`src/rtl/pfpu_wbtrack_if.sv`:
```
// Bus between the PFPU sequencer/ALU result mux and the writeback tracker.
// Issue and result are fire-and-forget pulses with no ready; a dropped issue only shows up on collision.
interface pfpu_wbtrack_if #(
    parameter int ADDR_WIDTH = 7
);
    logic                  issue_i;
    logic [3:0]            issue_lat;
    logic [ADDR_WIDTH-1:0] issue_dest;
    logic [31:0]           alu_r;
    logic                  alu_valid;
    logic                  regf_we;
    logic [ADDR_WIDTH-1:0] regf_waddr;
    logic [31:0]           regf_wdata;
    logic                  busy;
    logic                  collision;
    logic                  err_orphan;
    logic                  err_missing;

    modport master (
        output issue_i, issue_lat, issue_dest, alu_r, alu_valid,
        input  regf_we, regf_waddr, regf_wdata, busy, collision, err_orphan, err_missing
    );

    modport slave (
        input  issue_i, issue_lat, issue_dest, alu_r, alu_valid,
        output regf_we, regf_waddr, regf_wdata, busy, collision, err_orphan, err_missing
    );
endinterface

```
`src/rtl/pfpu_wbtrack.sv`:
```
// Delays each issued destination tag by its latency and pairs it with the ALU result at the head slot.
// Define PFPU_WBTRACK_CHECK_EN to build the sticky collision/orphan/missing flags.
module pfpu_wbtrack #(
    parameter int MAXLAT     = 8,
    parameter int ADDR_WIDTH = 7
) (
    input  logic          sys_clk,
    input  logic          alu_rst,
    pfpu_wbtrack_if.slave bus
);
    logic [MAXLAT-1:0]     slot_v;
    logic [MAXLAT-1:0]     slot_v_nxt;
    logic [ADDR_WIDTH-1:0] slot_d     [MAXLAT];
    logic [ADDR_WIDTH-1:0] slot_d_nxt [MAXLAT];

    logic                  lat_ok;
    logic                  occupied;
    logic                  issue_ok;
    logic                  pair;

    logic                  regf_we_q;
    logic [ADDR_WIDTH-1:0] regf_waddr_q;
    logic [31:0]           regf_wdata_q;

    // Slot s[L] shifts into s[L-1] this cycle, so that is the one that must be free.
    always_comb begin
        lat_ok   = (bus.issue_lat != 4'd0) && (int'(bus.issue_lat) <= MAXLAT);
        occupied = 1'b0;
        for (int k = 1; k < MAXLAT; k++) begin
            if (bus.issue_lat == 4'(k) && slot_v[k]) occupied = 1'b1;
        end
        issue_ok = bus.issue_i && lat_ok && !occupied;

        slot_v_nxt = slot_v >> 1;
        for (int k = 0; k < MAXLAT - 1; k++) begin
            slot_d_nxt[k] = slot_d[k+1];
        end
        slot_d_nxt[MAXLAT-1] = '0;
        for (int k = 0; k < MAXLAT; k++) begin
            if (issue_ok && bus.issue_lat == 4'(k + 1)) begin
                slot_v_nxt[k] = 1'b1;
                slot_d_nxt[k] = bus.issue_dest;
            end
        end
    end

    assign pair = slot_v[0] && bus.alu_valid;

    always_ff @(posedge sys_clk) begin
        if (alu_rst) begin
            slot_v       <= '0;
            regf_we_q    <= 1'b0;
            regf_waddr_q <= '0;
            regf_wdata_q <= '0;
            for (int k = 0; k < MAXLAT; k++) slot_d[k] <= '0;
        end else begin
            slot_v    <= slot_v_nxt;
            regf_we_q <= pair;
            for (int k = 0; k < MAXLAT; k++) slot_d[k] <= slot_d_nxt[k];
            if (pair) begin
                regf_waddr_q <= slot_d[0];
                regf_wdata_q <= bus.alu_r;
            end
        end
    end

    assign bus.regf_we    = regf_we_q;
    assign bus.regf_waddr = regf_waddr_q;
    assign bus.regf_wdata = regf_wdata_q;
    assign bus.busy       = (|slot_v) || regf_we_q;

`ifdef PFPU_WBTRACK_CHECK_EN
    logic orphan;
    logic missing;
    logic collision_q;
    logic orphan_q;
    logic missing_q;

    assign orphan  = bus.alu_valid && !slot_v[0];
    assign missing = slot_v[0] && !bus.alu_valid;

    always_ff @(posedge sys_clk) begin
        if (alu_rst) begin
            collision_q <= 1'b0;
            orphan_q    <= 1'b0;
            missing_q   <= 1'b0;
        end else begin
            if (bus.issue_i && !issue_ok) collision_q <= 1'b1;
            if (orphan)                   orphan_q    <= 1'b1;
            if (missing)                  missing_q   <= 1'b1;
        end
    end

    assign bus.collision   = collision_q;
    assign bus.err_orphan  = orphan_q;
    assign bus.err_missing = missing_q;
`else
    assign bus.collision   = 1'b0;
    assign bus.err_orphan  = 1'b0;
    assign bus.err_missing = 1'b0;
`endif
endmodule

```
`src/flat_wrapper.sv`:
```
// flat-port wrapper written by rule: the top's interface ports become plain ports
module pfpu_wbtrack_flat 
#(
    parameter int MAXLAT     = 8,
    parameter int ADDR_WIDTH = 7
)
  (sys_clk, alu_rst, bus_issue_i, bus_issue_lat, bus_issue_dest, bus_alu_r, bus_alu_valid, bus_regf_we, bus_regf_waddr, bus_regf_wdata, bus_busy, bus_collision, bus_err_orphan, bus_err_missing);
  pfpu_wbtrack_if #(.ADDR_WIDTH(ADDR_WIDTH)) bus_i ();
  input  logic sys_clk;
  input  logic alu_rst;
  input wire logic [$bits(bus_i.issue_i)-1:0] bus_issue_i;
  input wire logic [$bits(bus_i.issue_lat)-1:0] bus_issue_lat;
  input wire logic [$bits(bus_i.issue_dest)-1:0] bus_issue_dest;
  input wire logic [$bits(bus_i.alu_r)-1:0] bus_alu_r;
  input wire logic [$bits(bus_i.alu_valid)-1:0] bus_alu_valid;
  output wire logic [$bits(bus_i.regf_we)-1:0] bus_regf_we;
  output wire logic [$bits(bus_i.regf_waddr)-1:0] bus_regf_waddr;
  output wire logic [$bits(bus_i.regf_wdata)-1:0] bus_regf_wdata;
  output wire logic [$bits(bus_i.busy)-1:0] bus_busy;
  output wire logic [$bits(bus_i.collision)-1:0] bus_collision;
  output wire logic [$bits(bus_i.err_orphan)-1:0] bus_err_orphan;
  output wire logic [$bits(bus_i.err_missing)-1:0] bus_err_missing;
  assign bus_i.issue_i = bus_issue_i;
  assign bus_i.issue_lat = bus_issue_lat;
  assign bus_i.issue_dest = bus_issue_dest;
  assign bus_i.alu_r = bus_alu_r;
  assign bus_i.alu_valid = bus_alu_valid;
  assign bus_regf_we = bus_i.regf_we;
  assign bus_regf_waddr = bus_i.regf_waddr;
  assign bus_regf_wdata = bus_i.regf_wdata;
  assign bus_busy = bus_i.busy;
  assign bus_collision = bus_i.collision;
  assign bus_err_orphan = bus_i.err_orphan;
  assign bus_err_missing = bus_i.err_missing;
  pfpu_wbtrack #(.MAXLAT(MAXLAT), .ADDR_WIDTH(ADDR_WIDTH)) u_core (.sys_clk(sys_clk), .alu_rst(alu_rst), .bus(bus_i));
endmodule
```
`config.mk`:
```
export PLATFORM = sky130hd
export DESIGN_NAME = pfpu_wbtrack_flat
export DESIGN_NICKNAME = d
export VERILOG_FILES = /design/src/rtl/pfpu_wbtrack_if.sv /design/src/rtl/pfpu_wbtrack.sv /design/src/flat_wrapper.sv
export SDC_FILE = /design/constraint.sdc
export NUM_CORES = 1
export LEC_CHECK = 0
export CAP_MARGIN = 20
export CORE_MARGIN = 2
export CORE_UTILIZATION = 30
export CTS_BUF_LIST = sky130_fd_sc_hd__clkbuf_4 sky130_fd_sc_hd__clkbuf_8
export CTS_CLUSTER_SIZE = 12
export DETAILED_ROUTE_END_ITERATION = 8
export GPL_TIMING_DRIVEN = 0
export SLEW_MARGIN = 0
export SYNTH_ARGS = -nofsm -noshare
export SYNTH_HDL_FRONTEND = slang
export SYNTH_SLANG_ARGS = --single-unit
```
`constraint.sdc`:
```
create_clock -name sys_clk -period 2.35 [get_ports sys_clk]
set_input_delay 0.47 -clock sys_clk [delete_from_list [all_inputs] [get_ports sys_clk]]
set_output_delay 0.47 -clock sys_clk [all_outputs]
set_load 0.03 [all_outputs]
```
# --- Word-level counts from Yosys, hierarchy flattened ---
# Memory sizes are Yosys's and may differ from the RTL's. A register that Yosys moved wholly into a read port is not among the register bits.
# Cells that the tools add are included.
classes:
  order_cmp: 1
  eq_ne: 8
  mux: 34
  bitwise: 8
  n_reduce_logical: 23
op_table:
  columns: ["cell", "n"]
  rows:
  - ["7-bit 2-to-1 mux", 16]
  - ["1-bit logical AND", 19]
  - ["1-bit 2-to-1 mux", 18]
  - ["4-bit by 3-bit equality test with 1-bit output (second input constant)", 4]
  - ["4-bit by 2-bit equality test with 1-bit output (second input constant)", 2]
  - ["1-bit bitwise OR", 8]
  - ["8-bit OR reduction", 1]
  - ["4-bit by 1-bit equality test with 1-bit output (second input constant)", 1]
  - ["4-bit equality test (second input constant)", 1]
  - ["4-bit less-or-equal comparator (second input constant)", 1]
  - ["4-bit nonzero test", 1]
  - ["1-bit zero test", 1]
  - ["1-bit logical OR", 1]
word_totals:
  ff_bits: 41
  ram_bits: 56
  inputBits: 47
  output_inout_bits: 44
  wordCells: 78
  mem_count: 1
memory_table:
  columns: ["name", "depth", "width", "read_ports", "rd_clocked_by_memory_dff", "wr", "line", "rtl"]
  rows:
  - ["u_core.slot_d", 8, 7, 8, 1, 8, "pfpu_wbtrack.sv:13", "logic [ADDR_WIDTH-1:0] slot_d [MAXLAT];"]

# --- Longest topological paths before layout ---
depth:
  ltp_word: 14
  mapped_depth: 5
  ltp_nobuf: 3

# --- Worst setup path after synthesis ---
# No wires, ideal clock.
synth_timing:
  path_type: "input to register"
  startpoint: "input port bus_issue_lat[2]"
  endpoint: "memory u_core.slot_d[0][0]"
  setup_ns: 0.125
  arrival_time_ns: 1.494
  required_time_ns: 2.225
  path_slack_ns: 0.730
  stages: 4
  path_buffers: 1
  path_cell_list: "or3b_1 or3_1 buf_2 mux2i_1"
synth_rtl:
  columns: ["element", "line", "rtl"]
  rows:
  - ["start, declared", "flat_wrapper.sv:12", "input wire logic [$bits(bus_i.issue_lat)-1:0] bus_issue_lat;"]
  - ["end, declared", "pfpu_wbtrack.sv:13", null]

# --- Worst setup path in the final report ---
layout_timing:
  startpoint: "input port alu_rst"
  endpoint: "register u_core.regf_wdata_q[16] (netlist: u_core.bus.regf_wdata[16])"
layout_rtl:
  columns: ["element", "line", "rtl"]
  rows:
  - ["start, declared", "flat_wrapper.sv:10", "input logic alu_rst;"]
  - ["end signal, assigned", "pfpu_wbtrack.sv:62", "regf_wdata_q <= bus.alu_r;"]
  - ["end, declared", "pfpu_wbtrack.sv:23", "logic [31:0] regf_wdata_q;"]
# No word-level cell between the ends.

==> flow_summary_export.csv <==
group,metric,value,unit
global_route,grtUsageTotal,12.7,%
timing,maxSlewViolCount,0,
drt,wl_per_cell,11.8,um
drt,antenna_left,0,
clock_tree,clockRootBuffer,"clkbuf_8",
place,placed_cell_area,4890,um^2
worst_setup_path,critical_path_class,"primary input to flop",
layout,final_cell_area,5160,um^2
global_route,grt_max_degree,17,
pwr,finalPower,0.00346,W
floorplanning,row_count,41,
clock_tree,cts_tree,"done",
clock_tree,cts_num_sinks,104,
pwr,power_frac_comb,6.6,%
worst_setup_path,r2r_start,"u_core.slot_v[0]",
layout,nFillCells,1256,
pwr,sequentialPowerShare,51.6,%
pwr,p_switching,0.000701,W
timing,finalCriticalPeriod,2.11,ns
layout,drive_gt1_share,5.35,%
pwr,leakage,2.03,nW
floorplanning,initial_core_util,30.4,%
floorplanning,die_h,116,um
worst_setup_path,r2r_slack,0.71,ns
place,place.gp.congestion,0.733,
timing,fmax,0.475,GHz
synth,syn-cell-area,3790,um^2
worst_setup_path,crit_path_start_kind,"primary input",
synth,synth.distinct_cells,20,
place,dp_cells,661,
drt,wl,8020,um
clock_tree,clk_pin_slew,0.09,ns
pwr,internal_power,0.00276,W
pwr,powerDensity,670,nW/um^2
global_route,antenna_found_initial,0,
global_route,grt_pass1_wl,13500,um
worst_setup_path,crit_arrival,2.34,ns
min_path,hp-class,"flop to flop",
timing,worst_pin_slew,0.827,ns
clock_tree,clk_latency,0.37,ns
layout,final_cells,677,
synth,syn_inst,400,
timing,finalCritPeriodShare,89.6,%
clock_tree,post_cts_buffers,0,
drt,drtPass1Iterations,4,
worst_setup_path,crit_fanout,10,
clock_tree,cts_buffer_depth,2,
clock_tree,cts_buffers,9,
synth,seq_area_frac_synth,54.9,%
floorplanning,die_area,13600,um^2
floorplanning,ioPinCount,91,
pwr,clkPwrFrac,41.8,%
drt,dr_total_vias,2873,
layout,area_delta_synth_final,36.1,%
worst_setup_path,regToRegEndpoint,"u_core.bus.regf_wdata[28]",
global_route,grt_pass1_vias,2912,
worst_setup_path,worstRegToRegCells,5,
min_path,hp-start,"u_core.slot_d[0][1]",
synth,yosys_register_bits,104,
place,dp_hpwl,6010,um
timing,hold_violations,0,
layout,ff_latch_area,2080,um^2
floorplanning,die_w,116,um
drt,route.detailed.drc,0,
global_route,grt_overflow_total,0,
layout,nets,547,
timing,rsz0062_at_grt,"no",
layout,n_antenna_cell,0,
place,io_buffers,87,
outcome,outcome,"completed",
run,max_cap_violations,0,
timing,maxSlewHeadroom,44.4,%
floorplanning,core-area,12500,um^2
layout,layout_commonest_cell,"dfxtp_1",
min_path,whs_endpoint,"u_core.bus.regf_waddr[1]",
synth,ys_warn_count,0,
drt,vias_per_cell,4.24,
timing,setup_viol,0,
drt,drtIter0Drc,132,
layout,layout_common_cells,"dfxtp_1, clkdlybuf4s50_1, nand2_1",
worst_setup_path,critPathCaptureType,"flop",
clock_tree,cts_htree_levels,3,
min_path,min_path_cells,2,
pwr,ir_drop,415,uV
layout,multiInputGateArea,1570,um^2
synth,avgSynthCellArea,9.48,um^2
pwr,switching_share,20.3,%
timing,clock_skew,0.00927,ns
worst_setup_path,required,2.58,ns
-- worst max path at each step --
| stage | start | end |
|---|---|---|
| after floorplan | bus_issue_lat[2] | u_core.slot_d[0][0] |
| after global placement | alu_rst | u_core.slot_v[3] |
| after detailed placement | alu_rst | u_core.bus.regf_wdata[0] |
| after CTS | u_core.slot_v[6] | bus_busy |
| after global routing | alu_rst | u_core.bus.regf_wdata[15] |
| final | alu_rst | u_core.bus.regf_wdata[16] |
-- registers in the layout, summed over array words and instances, names as in the netlist --
signal,count
u_core.bus.regf_waddr,7
u_core.bus.regf_wdata,32
u_core.bus.regf_we,1
u_core.slot_d,56
u_core.slot_v,8
-- power groups by stage --
stage | combinational [W] | clock (W) | sequential [W]
2_1_floorplan | 0.0000974 | 0 | 0.00184
3_3_place_gp | 0.000227 | 0 | 0.00183
3_5_place_dp | 0.000230 | 0 | 0.00183
4_1_cts | 0.000231 | 0.00149 | 0.00179
5_1_grt | 0.000248 | 0.00155 | 0.00179
6_report | 0.000227 | 0.00145 | 0.00179
-- Yosys cell counts (all sizes together) --
cell type	n	area, um^2
nor3	3	15.0
nand4	1	6.26
nor2	2	7.51
or4b	1	10.0
or3	6	37.5
nand2	80	300
or3b	2	17.5
a21oi	46	230
mux2i	49	490
nand3b	1	7.51
and2	8	50.1
nand2b	58	363
clkbuf	21	78.8
buf	8	47.5
conb	1	3.75
inv	7	26.3
dfxtp	104	2080
nor4	2	18.8
-- per-layer routing --
layer	GRT usage [%]	up-vias	routed length, um
li1	-	1495	-
met2	22.4	70	3780
met3	3.68	7	466
met1	14.8	1301	3680
met5	0	-	0
met4	4.05	0	95
-- per-stage QoR --
stage	hold slack (ns)	setup slack (ns)	utilization, %	TNS, ns
3_5_place_dp	0.428	-0.237	39.2	-5.47
4_1_cts	0.432	0.0538	41.4	0
6_report	0.429	0.244	41.4	0
3_3_place_gp	0.423	-0.201	39.2	-4.31
5_1_grt	0.451	0.0757	41.4	0
2_1_floorplan	0.417	0.730	-	0
-- kinds of logic (layout without fill, tap and decap cells) --
kind of cell           Yosys count  in the layout  synth area share [%]
muxes                           49             49                  12.9
buffers and inverters           36            139                  4.03
DFF                            104            104                  54.9
and+or+nand+nor                164            164                  22.0
AOI/OAI and AO/OA               46             46                  6.07
other                            1              3                0.0989
-- worst max-delay path, cell delays in order --
cell	delay, ns
clkdlybuf4s50_1	0.58
clkbuf_1	0.39
clkbuf_1	0.41
clkbuf_1	0.40
a21oi_1	0.08
-- layout make-up --
class / count / area share (%)
Sequential cell: 104 / 40.3
Multi-Input combinational cell: 262 / 30.3
Timing Repair Buffer: 87 / 16.9
Tap cell: 172 / 4.17
Clock buffer: 11 / 2.81
Clock inverter: 5 / 2.47
Buffer: 29 / 2.47
Inverter: 7 / 0.509
-- timing repair --
item,CTS,global route
resized for setup,0,3
hold endpoints to repair,0,0
hold buffers,0,0
setup endpoints to repair,0,4
Note: power is estimated with default switching activity, not from simulation.
